`config.mk`:
```
export PLATFORM = sky130hd
export DESIGN_NAME = usb_rx_rcu_flat
export DESIGN_NICKNAME = d
export VERILOG_FILES = /design/src/rtl/usb_rx_rcu_if.sv /design/src/rtl/usb_rx_rcu.sv /design/src/flat_wrapper.sv
export SDC_FILE = /design/constraint.sdc
export NUM_CORES = 1
export LEC_CHECK = 0
export BUFFER_PORTS_ARGS = -buffer_cell sky130_fd_sc_hd__buf_2
export CAP_MARGIN = 20
export CORE_ASPECT_RATIO = 1.5
export CORE_MARGIN = 2
export CORE_UTILIZATION = 30
export DETAILED_ROUTE_END_ITERATION = 8
export GPL_TIMING_DRIVEN = 0
export PLACE_DENSITY = 0.51
export RECOVER_POWER = 25
export SLEW_MARGIN = 0
export SYNTH_ARGS = -nofsm -noshare
export SYNTH_HDL_FRONTEND = slang
export SYNTH_SLANG_ARGS = --single-unit
```
`constraint.sdc`:
```
create_clock -name clk -period 2.6 [get_ports clk]
set_input_delay 0.26 -clock clk [delete_from_list [all_inputs] [get_ports clk]]
set_output_delay 0.26 -clock clk [all_outputs]
set_load 0.02 [all_outputs]
```
`src/rtl/usb_rx_rcu_if.sv`:
```
// Strobes from the RX bit timer/line detectors into the receive control unit,
// and the control outputs back to the timer and RX FIFO.
interface usb_rx_rcu_if;
    logic       d_edge;
    logic       eop;
    logic       shift_enable;
    logic       byte_received;
    logic [7:0] rcv_data;
    logic       receiving;
    logic       w_enable;
    logic       r_error;
    logic       packet_done;

    modport master (
        output d_edge, eop, shift_enable, byte_received, rcv_data,
        input  receiving, w_enable, r_error, packet_done
    );

    modport slave (
        input  d_edge, eop, shift_enable, byte_received, rcv_data,
        output receiving, w_enable, r_error, packet_done
    );
endinterface

```
`src/rtl/usb_rx_rcu.sv`:
```
// USB receive control unit: frames packets, checks SYNC, qualifies FIFO
// writes and flags framing errors. Outputs are registered off next state.
module usb_rx_rcu #(
    parameter logic [7:0]  SYNC_BYTE = 8'h80,
    parameter int unsigned MAX_BYTES = 64
) (
    input logic         clk,
    input logic         n_rst,
    usb_rx_rcu_if.slave bus
);
    typedef enum logic [2:0] {
        IDLE, START, CHK_SYNC, RCV, STORE, EOP_DONE, ERR_WAIT, EIDLE
    } state_t;

    localparam logic [6:0] MAX_CNT = 7'(MAX_BYTES);

    state_t     state, nxt;
    logic [2:0] bit_cnt;
    logic [6:0] byte_cnt;
    logic       eop_bit;

    assign eop_bit = bus.eop & bus.shift_enable;

    always_comb begin
        nxt = state;
        unique case (state)
            IDLE:     if (bus.d_edge) nxt = START;
            START: begin
                if (bus.byte_received) nxt = CHK_SYNC;
                else if (eop_bit)      nxt = ERR_WAIT;
            end
            CHK_SYNC: nxt = (bus.rcv_data == SYNC_BYTE) ? RCV : ERR_WAIT;
            RCV: begin
                // a completed byte wins over a coincident EOP sample
                if (bus.byte_received)
                    nxt = (byte_cnt == MAX_CNT) ? ERR_WAIT : STORE;
                else if (eop_bit)
                    nxt = (bit_cnt == 3'd0) ? EOP_DONE : ERR_WAIT;
            end
            STORE:    nxt = RCV;
            EOP_DONE: if (bus.d_edge) nxt = IDLE;
            ERR_WAIT: if (eop_bit) nxt = EIDLE;
            EIDLE:    if (bus.d_edge) nxt = START;
            default:  nxt = IDLE;
        endcase
    end

    always_ff @(posedge clk or negedge n_rst) begin
        if (!n_rst) begin
            state           <= IDLE;
            bus.receiving   <= 1'b0;
            bus.w_enable    <= 1'b0;
            bus.r_error     <= 1'b0;
            bus.packet_done <= 1'b0;
        end else begin
            state           <= nxt;
            bus.receiving   <= !(nxt inside {IDLE, EIDLE});
            bus.w_enable    <= (nxt == STORE);
            bus.r_error     <= (nxt inside {ERR_WAIT, EIDLE});
            bus.packet_done <= (nxt == EOP_DONE) && (state != EOP_DONE);
        end
    end

    always_ff @(posedge clk or negedge n_rst) begin
        if (!n_rst) begin
            bit_cnt <= 3'd0;
        end else if (state inside {IDLE, EIDLE}) begin
            bit_cnt <= 3'd0;
        end else if (bus.byte_received) begin
            bit_cnt <= 3'd0;
        end else if (bus.shift_enable) begin
            bit_cnt <= bit_cnt + 3'd1;
        end
    end

    always_ff @(posedge clk or negedge n_rst) begin
        if (!n_rst) begin
            byte_cnt <= 7'd0;
        end else if (nxt == START && state != START) begin
            byte_cnt <= 7'd0;
        end else if (nxt == STORE) begin
            byte_cnt <= byte_cnt + 7'd1;
        end
    end
endmodule

```
`src/flat_wrapper.sv`:
```
// flat-port wrapper written by rule: the top's interface ports become plain ports
module usb_rx_rcu_flat 
#(
    parameter logic [7:0]  SYNC_BYTE = 8'h80,
    parameter int unsigned MAX_BYTES = 64
)
  (clk, n_rst, bus_d_edge, bus_eop, bus_shift_enable, bus_byte_received, bus_rcv_data, bus_receiving, bus_w_enable, bus_r_error, bus_packet_done);
  usb_rx_rcu_if bus_i ();
  input logic clk;
  input logic n_rst;
  input wire logic [$bits(bus_i.d_edge)-1:0] bus_d_edge;
  input wire logic [$bits(bus_i.eop)-1:0] bus_eop;
  input wire logic [$bits(bus_i.shift_enable)-1:0] bus_shift_enable;
  input wire logic [$bits(bus_i.byte_received)-1:0] bus_byte_received;
  input wire logic [$bits(bus_i.rcv_data)-1:0] bus_rcv_data;
  output wire logic [$bits(bus_i.receiving)-1:0] bus_receiving;
  output wire logic [$bits(bus_i.w_enable)-1:0] bus_w_enable;
  output wire logic [$bits(bus_i.r_error)-1:0] bus_r_error;
  output wire logic [$bits(bus_i.packet_done)-1:0] bus_packet_done;
  assign bus_i.d_edge = bus_d_edge;
  assign bus_i.eop = bus_eop;
  assign bus_i.shift_enable = bus_shift_enable;
  assign bus_i.byte_received = bus_byte_received;
  assign bus_i.rcv_data = bus_rcv_data;
  assign bus_receiving = bus_i.receiving;
  assign bus_w_enable = bus_i.w_enable;
  assign bus_r_error = bus_i.r_error;
  assign bus_packet_done = bus_i.packet_done;
  usb_rx_rcu #(.SYNC_BYTE(SYNC_BYTE), .MAX_BYTES(MAX_BYTES)) u_core (.clk(clk), .n_rst(n_rst), .bus(bus_i));
endmodule
```
---- After elaboration in Yosys (flattened, before gate mapping) ----
Cells that the tools add are included.
storage, ports and cells
  output and inout bits ................... 4
  bits of input ports ..................... 14
  logic and storage cells ................. 54
  bits in registers ....................... 17
cells by class
  reductions and logical operators ........ 12
  mux-type cells .......................... 16
  equality and inequality tests ........... 16
  $add $sub $neg .......................... 2
  bitwise gates (word level) .............. 1
operators by type and width
  kind                                                             number
  3-bit 2-to-1 mux                                                 11
  3-bit == test, second input constant                             8
  3-bit case mux with 7 select lines                               1
  7-bit 2-to-1 mux                                                 2
  3-bit logical NOT                                                3
  8-bit == test, second input constant                             1
  2-bit nonzero test                                               4
  7-bit by 1-bit adder with 7-bit output, second input constant    1
  7-bit == test, second input constant                             1
  3-bit by 1-bit == test with 1-bit output, second input constant  2
  3-bit by 2-bit == test with 1-bit output, second input constant  2
  2-bit 2-to-1 mux                                                 2
  3-bit by 1-bit adder with 3-bit output, second input constant    1
  3-bit by 1-bit != test with 1-bit output, second input constant  1
  3-bit != test, second input constant                             1
  3-bit nonzero test                                               1
  1-bit logical AND                                                2
  2-bit OR reduction                                               1
  1-bit AND                                                        1
  1-bit logical NOT                                                1

---- Longest topological paths before layout ----
Gate-level depths: netlist (run 1).
  depth after elaboration ................. 8
  depth in mapped cells ................... 9
  mapped depth without buffers ............ 8

---- Worst setup path before layout (run 1) ----
Ideal clock, no wire load.
  kind .................................... register -> register
  start point ............................. reg u_core.bit_cnt[0]
  end point ............................... reg u_core.byte_cnt[4]
  stages on the path, launching flop included .. 10
  period minus slack after synthesis ...... 1.930 ns
  setup slack ............................. 0.670 ns
  data required time ...................... 2.513 ns
  setup time .............................. 0.087 ns
  buffers on the path ..................... 1
  arrival ................................. 1.844 ns
  cells stage by stage .................... dfrtp_1 > inv_1 > ha_1 > and3b_1 > o2111a_1 > a211oi_2 > clkinv_2 > buf_6 > a211o_1 > o211ai_1
between the ends
  word-level cells in the longest chain between the ends .. 8
  elaborated cells between the ends (all ways) .. 10
  classes of those cells .................. 2 x eq/ne; 5 x mux; 3 x reduce/logical
ends and longest elaborated chain
  what                                                    line              RTL
  start, declared                                         usb_rx_rcu.sv:18  logic [2:0] bit_cnt;
  start signal, assigned                                  usb_rx_rcu.sv:72  bit_cnt <= bit_cnt + 3'd1;
  3-bit logical NOT *                                     usb_rx_rcu.sv:38  nxt = (bit_cnt == 3'd0) ? EOP_DONE : ERR_WAIT;
  2-bit 2-to-1 mux *                                      usb_rx_rcu.sv:38
  3-bit 2-to-1 mux *                                      usb_rx_rcu.sv:37  else if (eop_bit)
  3-bit 2-to-1 mux *                                      usb_rx_rcu.sv:35  if (bus.byte_received)
  3-bit case mux with 7 select lines *                    usb_rx_rcu.sv:26  unique case (state)
  net u_core.nxt[0]                                       usb_rx_rcu.sv:17  state_t state, nxt;
  3-bit by 1-bit == test with 1-bit output                usb_rx_rcu.sv:79  end else if (nxt == START && state != START) begin
  1-bit logical AND                                       usb_rx_rcu.sv:79
  7-bit 2-to-1 mux or 2-bit nonzero test (tied branches)  n/a
  end signal, assigned                                    usb_rx_rcu.sv:82  byte_cnt <= byte_cnt + 7'd1;
  end, declared                                           usb_rx_rcu.sv:19  logic [6:0] byte_cnt;
Mark *: on every way through the listed nets, which the timed path passes. The rest lies on a longest branch.
A chain may end at the register's enable or synchronous reset.

---- Final worst setup path (run 1) ----
Ends and elaborated chain as after synthesis.

==> impl_metrics.json, run 1 <==
{
  "num_antenna_cells": 0,
  "post-dp-hpwl_mm": 2.45,
  "p_sw_share_pct": 49.5,
  "max_slew.worst_pin.slew_ps": 979,
  "timing.setup.tns_ps": 0,
  "drv_cap": 0,
  "status": "complete, no violations",
  "synthArstFlopShare_pct": 100,
  "p_sw_w": 0.000894,
  "h-tree-depth": 1,
  "synth_area_leaders": "dfrtp_1 (34%), buf_6 (6.2%), ha_1 (3.9%)",
  "power_w": 0.00180,
  "holdPathEnd": "u_core.bit_cnt[0]",
  "hold_start": "bus_shift_enable",
  "dpl-instance-area_um2": 1410,
  "cp_max_fo": 10,
  "grt_pass1_wl_mm": 5.29,
  "final_hold_viol_count": 0,
  "die_x_um": 57.1,
  "power_frac_clock_pct": 11.6,
  "synth_top_cells_by_count": "dfrtp_1 (17), inv_1 (13), nand3_1 (9), nor2_1 (9), nand2_1 (8)",
  "critPathSlowestCell": "dfrtp_1",
  "core_area_um2": 4140,
  "wl_met1_mm": 1.19,
  "critical_path_class": "flip-flop to flip-flop",
  "num_vias": 1104,
  "internal_power_w": 0.000911,
  "wl_per_cell_um": 15.8,
  "max_freq_ghz": 0.457,
  "cts_setup_buffers": 0,
  "seq_area_frac_synth_pct": 33.5,
  "num_io_pins": 18,
  "ctsResizeCount": 0,
  "clk_pin_slew_worst_paths_ps": 70,
  "insertion_delay_ps": 260,
  "vdd_drop_max_mv": 0.673,
  "cts.sinks": 17,
  "power_density_nw_per_um2": 1230,
  "yosys_register_bits": 17,
  "cts_tree": "built",
  "cts_root_buf": "clkbuf_8",
  "firstDrtPassIters": 4,
  "synth_edf_count": 0,
  "syn-cell-area_um2": 1270,
  "wl_met2_mm": 1.79,
  "dieArea_um2": 4780,
  "rows": 29,
  "r2r_end": "u_core.byte_cnt[4]",
  "fin_ws_ps": 411,
  "die_h_um": 83.6,
  "ys_warn_count": 0,
  "seqPwrFrac_pct": 25.3,
  "synth_most_common_cell": "dfrtp_1",
  "postSynthAreaPerCell_um2": 9.54,
  "slew_violations": 0,
  "start_util_pct": 30.7,
  "drive_above_1_share_pct": 26.6,
  "worst_path_largest_cell_delay_ps": 390,
  "grt_start_max_net_pins": 18,
  "yosysTopAreaCell": "dfrtp_1",
  "finalSetupViolCount": 0,
  "ff2ff_path_depth": 9,
  "yosys.cell_types.count": 54,
  "ant_nets": 0,
  "netlist_instances": 133,
  "period_minus_slack_ps": 2190,
  "crit_path_cell_trace": "inv_1 > ha_1 > and3b_1 > o2111a_1 > a211oi_2 > clkinv_2 > buf_6 > a211o_1 > o211ai_1",
  "dp_cells": 195,
  "crit_required_ps": 2780,
  "clockBufferDepth": 2,
  "end_kind": "flip-flop",
  "wl_met3_um": 95,
  "synth-main-ff-cell": "dfrtp_1",
  "drtIter0Drc": 35,
  "holdBufCountCts": 1,
  "grt_overflow": 0,
  "nets": 173,
  "r2r_slack_ps": 410,
  "p_leak_nw": 0.621,
  "cp-start-kind": "flip-flop",
  "totalWireLength_mm": 3.15,
  "port_buffers": 16,
  "period_share_pct": 84.2,
  "cts_made_buffers": 3,
  "grt_pass1_vias": 1137,
  "track_usage_pct": 14.2,
  "synth_top_area_share_pct": 33.5,
  "grt_setup_unrepaired": "no",
  "synth_nets": 151,
  "hold_depth": 3,
  "min_path_type": "primary input to flip-flop",
  "relSlewSlack_pct": 34.7,
  "finalInstanceArea_um2": 1460,
  "post-place-ws_ps": 435,
  "comb_power_share_pct": 63.1,
  "cp.arrival_ps": 2370,
  "reg2reg_from": "u_core.bit_cnt[0]",
  "drc_errors": 0,
  "antenna_found_initial": 0,
  "clock_skew_ps": 1.81,
  "gp_congestion": 0.794,
  "highest_layer": "met4",
  "finalNonFillerCells": 200,
  "syn2layout_area_growth_pct": 15.2,
  "via_per_inst": 5.52
}
## critical path: cells and delay by family (launching register included)
family / cells / cell delay [ps]
AND/OR/NAND/NOR: 1 / 180
buffers and inverters: 3 / 350
flip-flops: 1 / 390
adder cells (fa/ha/maj): 1 / 200
AO/OA/AOI/OAI: 4 / 980
## final cells by class
cell class | instances | area (µm²)
well taps | 46 | 57.6
flip-flops and latches | 17 | 425
clock buffers | 3 | 41.3
repair buffers | 17 | 88.8
inverters | 15 | 57.6
multi-input cells | 92 | 697
fillers | 449 | 2680
clock inverters | 1 | 5.00
plain buffers | 9 | 88.8
## layer usage
metal,vias up,GRT usage (%)
met5,-,0
met4,0,6.77
met3,7,1.55
met2,28,27.4
met1,532,14.3
li1,537,-
## registers in the layout, summed over array words and instances, names as in the netlist
register / cells
u_core.bit_cnt: 3
u_core.bus.packet_done: 1
u_core.bus.r_error: 1
u_core.bus.receiving: 1
u_core.bus.w_enable: 1
u_core.byte_cnt: 7
u_core.state: 3
## worst max-delay path by stage
| stage | start | to | slack (ps) | cells past startpoint |
|---|---|---|---|---|
| floorplan | u_core.bit_cnt[0] | u_core.byte_cnt[4] | 670 | 9 |
| global placement | u_core.bit_cnt[0] | u_core.byte_cnt[4] | 440 | 9 |
| detailed placement | u_core.bit_cnt[0] | u_core.byte_cnt[4] | 440 | 9 |
| CTS | u_core.bit_cnt[0] | u_core.byte_cnt[4] | 390 | 9 |
| global route | u_core.bit_cnt[0] | u_core.byte_cnt[4] | 280 | 9 |
| finish | u_core.bit_cnt[0] | u_core.byte_cnt[4] | 410 | 9 |
## stage by stage
stage               utilization (%)  hold slack [ps]
floorplan                         -            -35.6
global placement               34.0              214
detailed placement             34.0              219
CTS                            35.4              282
global route                   35.3              303
finish                         35.3              276
## power groups by stage
| stage | registers (W) | logic [W] | clock network (W) |
|---|---|---|---|
| CTS | 0.000457 | 0.00115 | 0.000214 |
| detailed placement | 0.000461 | 0.00114 | 0 |
| global placement | 0.000458 | 0.00113 | 0 |
| floorplan | 0.000463 | 0.000846 | 0 |
| finish | 0.000457 | 0.00114 | 0.000210 |
| global route | 0.000468 | 0.00126 | 0.000220 |
## kinds of logic (layout without fill, tap and decap cells)
kind of cell | count (synthesis) | after routing | share of synthesized area, %
AND/OR/NAND/NOR | 48 | 48 | 21.8
AO/OA/AOI/OAI | 37 | 37 | 27.0
buffers and inverters | 24 | 45 | 11.5
flip-flops | 17 | 17 | 33.5
adder cells (fa/ha/maj) | 4 | 4 | 3.94
XOR/XNOR | 2 | 2 | 1.38
multiplexers | 1 | 1 | 0.789
## cell usage in the layout (no fill, tap or decap), types with 3 or more instances in the layout
cell type / netlist / final
buf_2: 2 / 17
a211o_1: 4 / 4
nand2_1: 8 / 8
clkbuf_8: 0 / 3
nand4_1: 5 / 5
ha_1: 4 / 4
a21oi_1: 3 / 3
dfrtp_1: 17 / 17
a211oi_1: 3 / 3
buf_6: 7 / 7
nor2_1: 9 / 9
nand3_1: 9 / 9
inv_1: 13 / 13
a2111oi_1: 4 / 4
o21ai_1: 3 / 3
Power figures use the tool's default switching activity.
==> inputs of run 2 (changes only) <==
==> constraint.sdc (replaced) <==
create_clock -name clk -period 2.3 [get_ports clk]
set_input_delay 0.23 -clock clk [delete_from_list [all_inputs] [get_ports clk]]
set_output_delay 0.23 -clock clk [all_outputs]
set_load 0.02 [all_outputs]
==> impl_metrics.json, run 2 (same netlist as run 1, synthesis figures left out) <==
{
  "power_frac_clock_pct": 11.5,
  "firstDrtPassIters": 4,
  "cts_made_buffers": 3,
  "die_h_um": 83.6,
  "status": "complete, no violations",
  "relSlewSlack_pct": 34.7,
  "drv_cap": 0,
  "num_antenna_cells": 0,
  "seqPwrFrac_pct": 25.0,
  "dpl-instance-area_um2": 1410,
  "port_buffers": 16,
  "top_register": "u_core.byte_cnt",
  "layout_common_cells": "buf_2 (17), dfrtp_1 (17), inv_1 (13)",
  "critical_path_class": "flip-flop to flip-flop",
  "timing.setup.tns_ps": 0,
  "antenna_found_initial": 0,
  "power_w": 0.00206,
  "nets": 173,
  "start_util_pct": 30.7,
  "end_kind": "flip-flop",
  "insertion_delay_ps": 260,
  "period_share_pct": 93.0,
  "grt_start_max_net_pins": 18,
  "clock_skew_ps": 1.29,
  "clk_pin_slew_worst_paths_ps": 70,
  "vdd_drop_max_mv": 0.763,
  "post-dp-hpwl_mm": 2.45,
  "h-tree-depth": 1,
  "clockBufferDepth": 2,
  "wl_per_cell_um": 15.9,
  "track_usage_pct": 14.2,
  "cp-start-kind": "flip-flop",
  "via_per_inst": 5.59,
  "grt_setup_unrepaired": "no",
  "comb_power_share_pct": 63.5,
  "finalInstanceArea_um2": 1470,
  "crit_required_ps": 2480,
  "cts_root_buf": "clkbuf_8",
  "cts.sinks": 17,
  "period_minus_slack_ps": 2140,
  "slew_violations": 0,
  "p_sw_share_pct": 49.6,
  "drc_errors": 0,
  "largest_register_ff_count": 7,
  "cts_tree": "built",
  "gp_congestion": 0.794,
  "num_vias": 1117,
  "drive_above_1_share_pct": 26.6,
  "power_density_nw_per_um2": 1410,
  "max_slew.worst_pin.slew_ps": 980,
  "finalSetupViolCount": 0,
  "num_io_pins": 18,
  "totalWireLength_mm": 3.19,
  "rows": 29,
  "grt_pass1_wl_mm": 5.29,
  "cp.arrival_ps": 2320,
  "p_leak_nw": 0.622,
  "die_x_um": 57.1,
  "min_path_type": "primary input to flip-flop",
  "dieArea_um2": 4780,
  "max_freq_ghz": 0.468,
  "ant_nets": 0,
  "grt_pass1_vias": 1137,
  "final_hold_viol_count": 0,
  "cts_setup_buffers": 0,
  "grt_overflow": 0,
  "internal_power_w": 0.00104,
  "syn2layout_area_growth_pct": 15.8,
  "drtIter0Drc": 22,
  "reg_top3": "u_core.byte_cnt: 7 flops, u_core.bit_cnt: 3 flops, u_core.state: 3 flops",
  "core_area_um2": 4140,
  "p_sw_w": 0.00102,
  "cp_max_fo": 10
}
==> run 2: cell counts in the layout (fill, tap and decap cells not counted) <==
Identical to the previous run, type by type.
==> run 2: path summary, 6_finish.rpt <==
kind,from,to,cells past startpoint,slack (ps)
min in group asynchronous,n_rst,u_core.bus.packet_done,2,640
max,u_core.bit_cnt[0],u_core.byte_cnt[4],9,160
min reg2reg,u_core.bit_cnt[2],u_core.bit_cnt[2],2,550
max reg2reg,u_core.bit_cnt[0],u_core.byte_cnt[4],9,160
max in group asynchronous,n_rst,u_core.bus.r_error,2,1060
min,bus_shift_enable,u_core.bit_cnt[0],3,250
==> run 2: layout make-up <==
type                    count  area [µm²]
fillers                   450        2670
multi-input cells          92         704
flip-flops and latches     17         425
repair buffers             17        88.8
plain buffers               9        88.8
inverters                  15        57.6
well taps                  46        57.6
clock buffers               3        41.3
clock inverters             1        5.00
==> run 2: through the flow <==
stage                     hold slack [ps]  std cells  worst slack [ps]  util, %
after floorplan                     -65.6        133               370        -
after global placement                184        195               141     34.0
after detailed placement              189        195               135     34.0
after CTS                             252        200              89.6     35.4
after global routing                  273        200              79.1     35.5
final                                 248        200               162     35.5
==> run 2: power by group through the flow <==
stage               clock network [W]  logic (W)  registers (W)
CTS                          0.000242    0.00130       0.000517
detailed placement                  0    0.00129       0.000521
global route                 0.000249    0.00144       0.000529
global placement                    0    0.00127       0.000517
floorplan                           0   0.000957       0.000524
finish                       0.000238    0.00131       0.000517
==> run 2: metal layers <==
metal  vias up  track usage, %  share of wire (%)
met3         7            1.55                3.1
met4         0            6.77                2.3
met1       545            14.3                 37
li1        535               -                  -
met2        30            27.4                 57
met5         -               0                  0
==> run 2: worst max-delay path, cell delays in order, from the launching register on <==
cell,delay [ps]
dfrtp_1,390
inv_1,60
ha_1,200
and3b_1,180
o2111a_1,270
a211oi_4,330
clkinv_2,110
buf_6,160
a211o_1,270
o211ai_1,80
==> run 2: what timing repair did <==
| action | 4_1_cts | 5_1_grt |
|---|---|---|
| endpoints found under the hold margin | 17 | 0 |
| setup endpoints to repair | 0 | 5 |
| hold buffers | 1 | 0 |
| resized for setup | 0 | 1 |
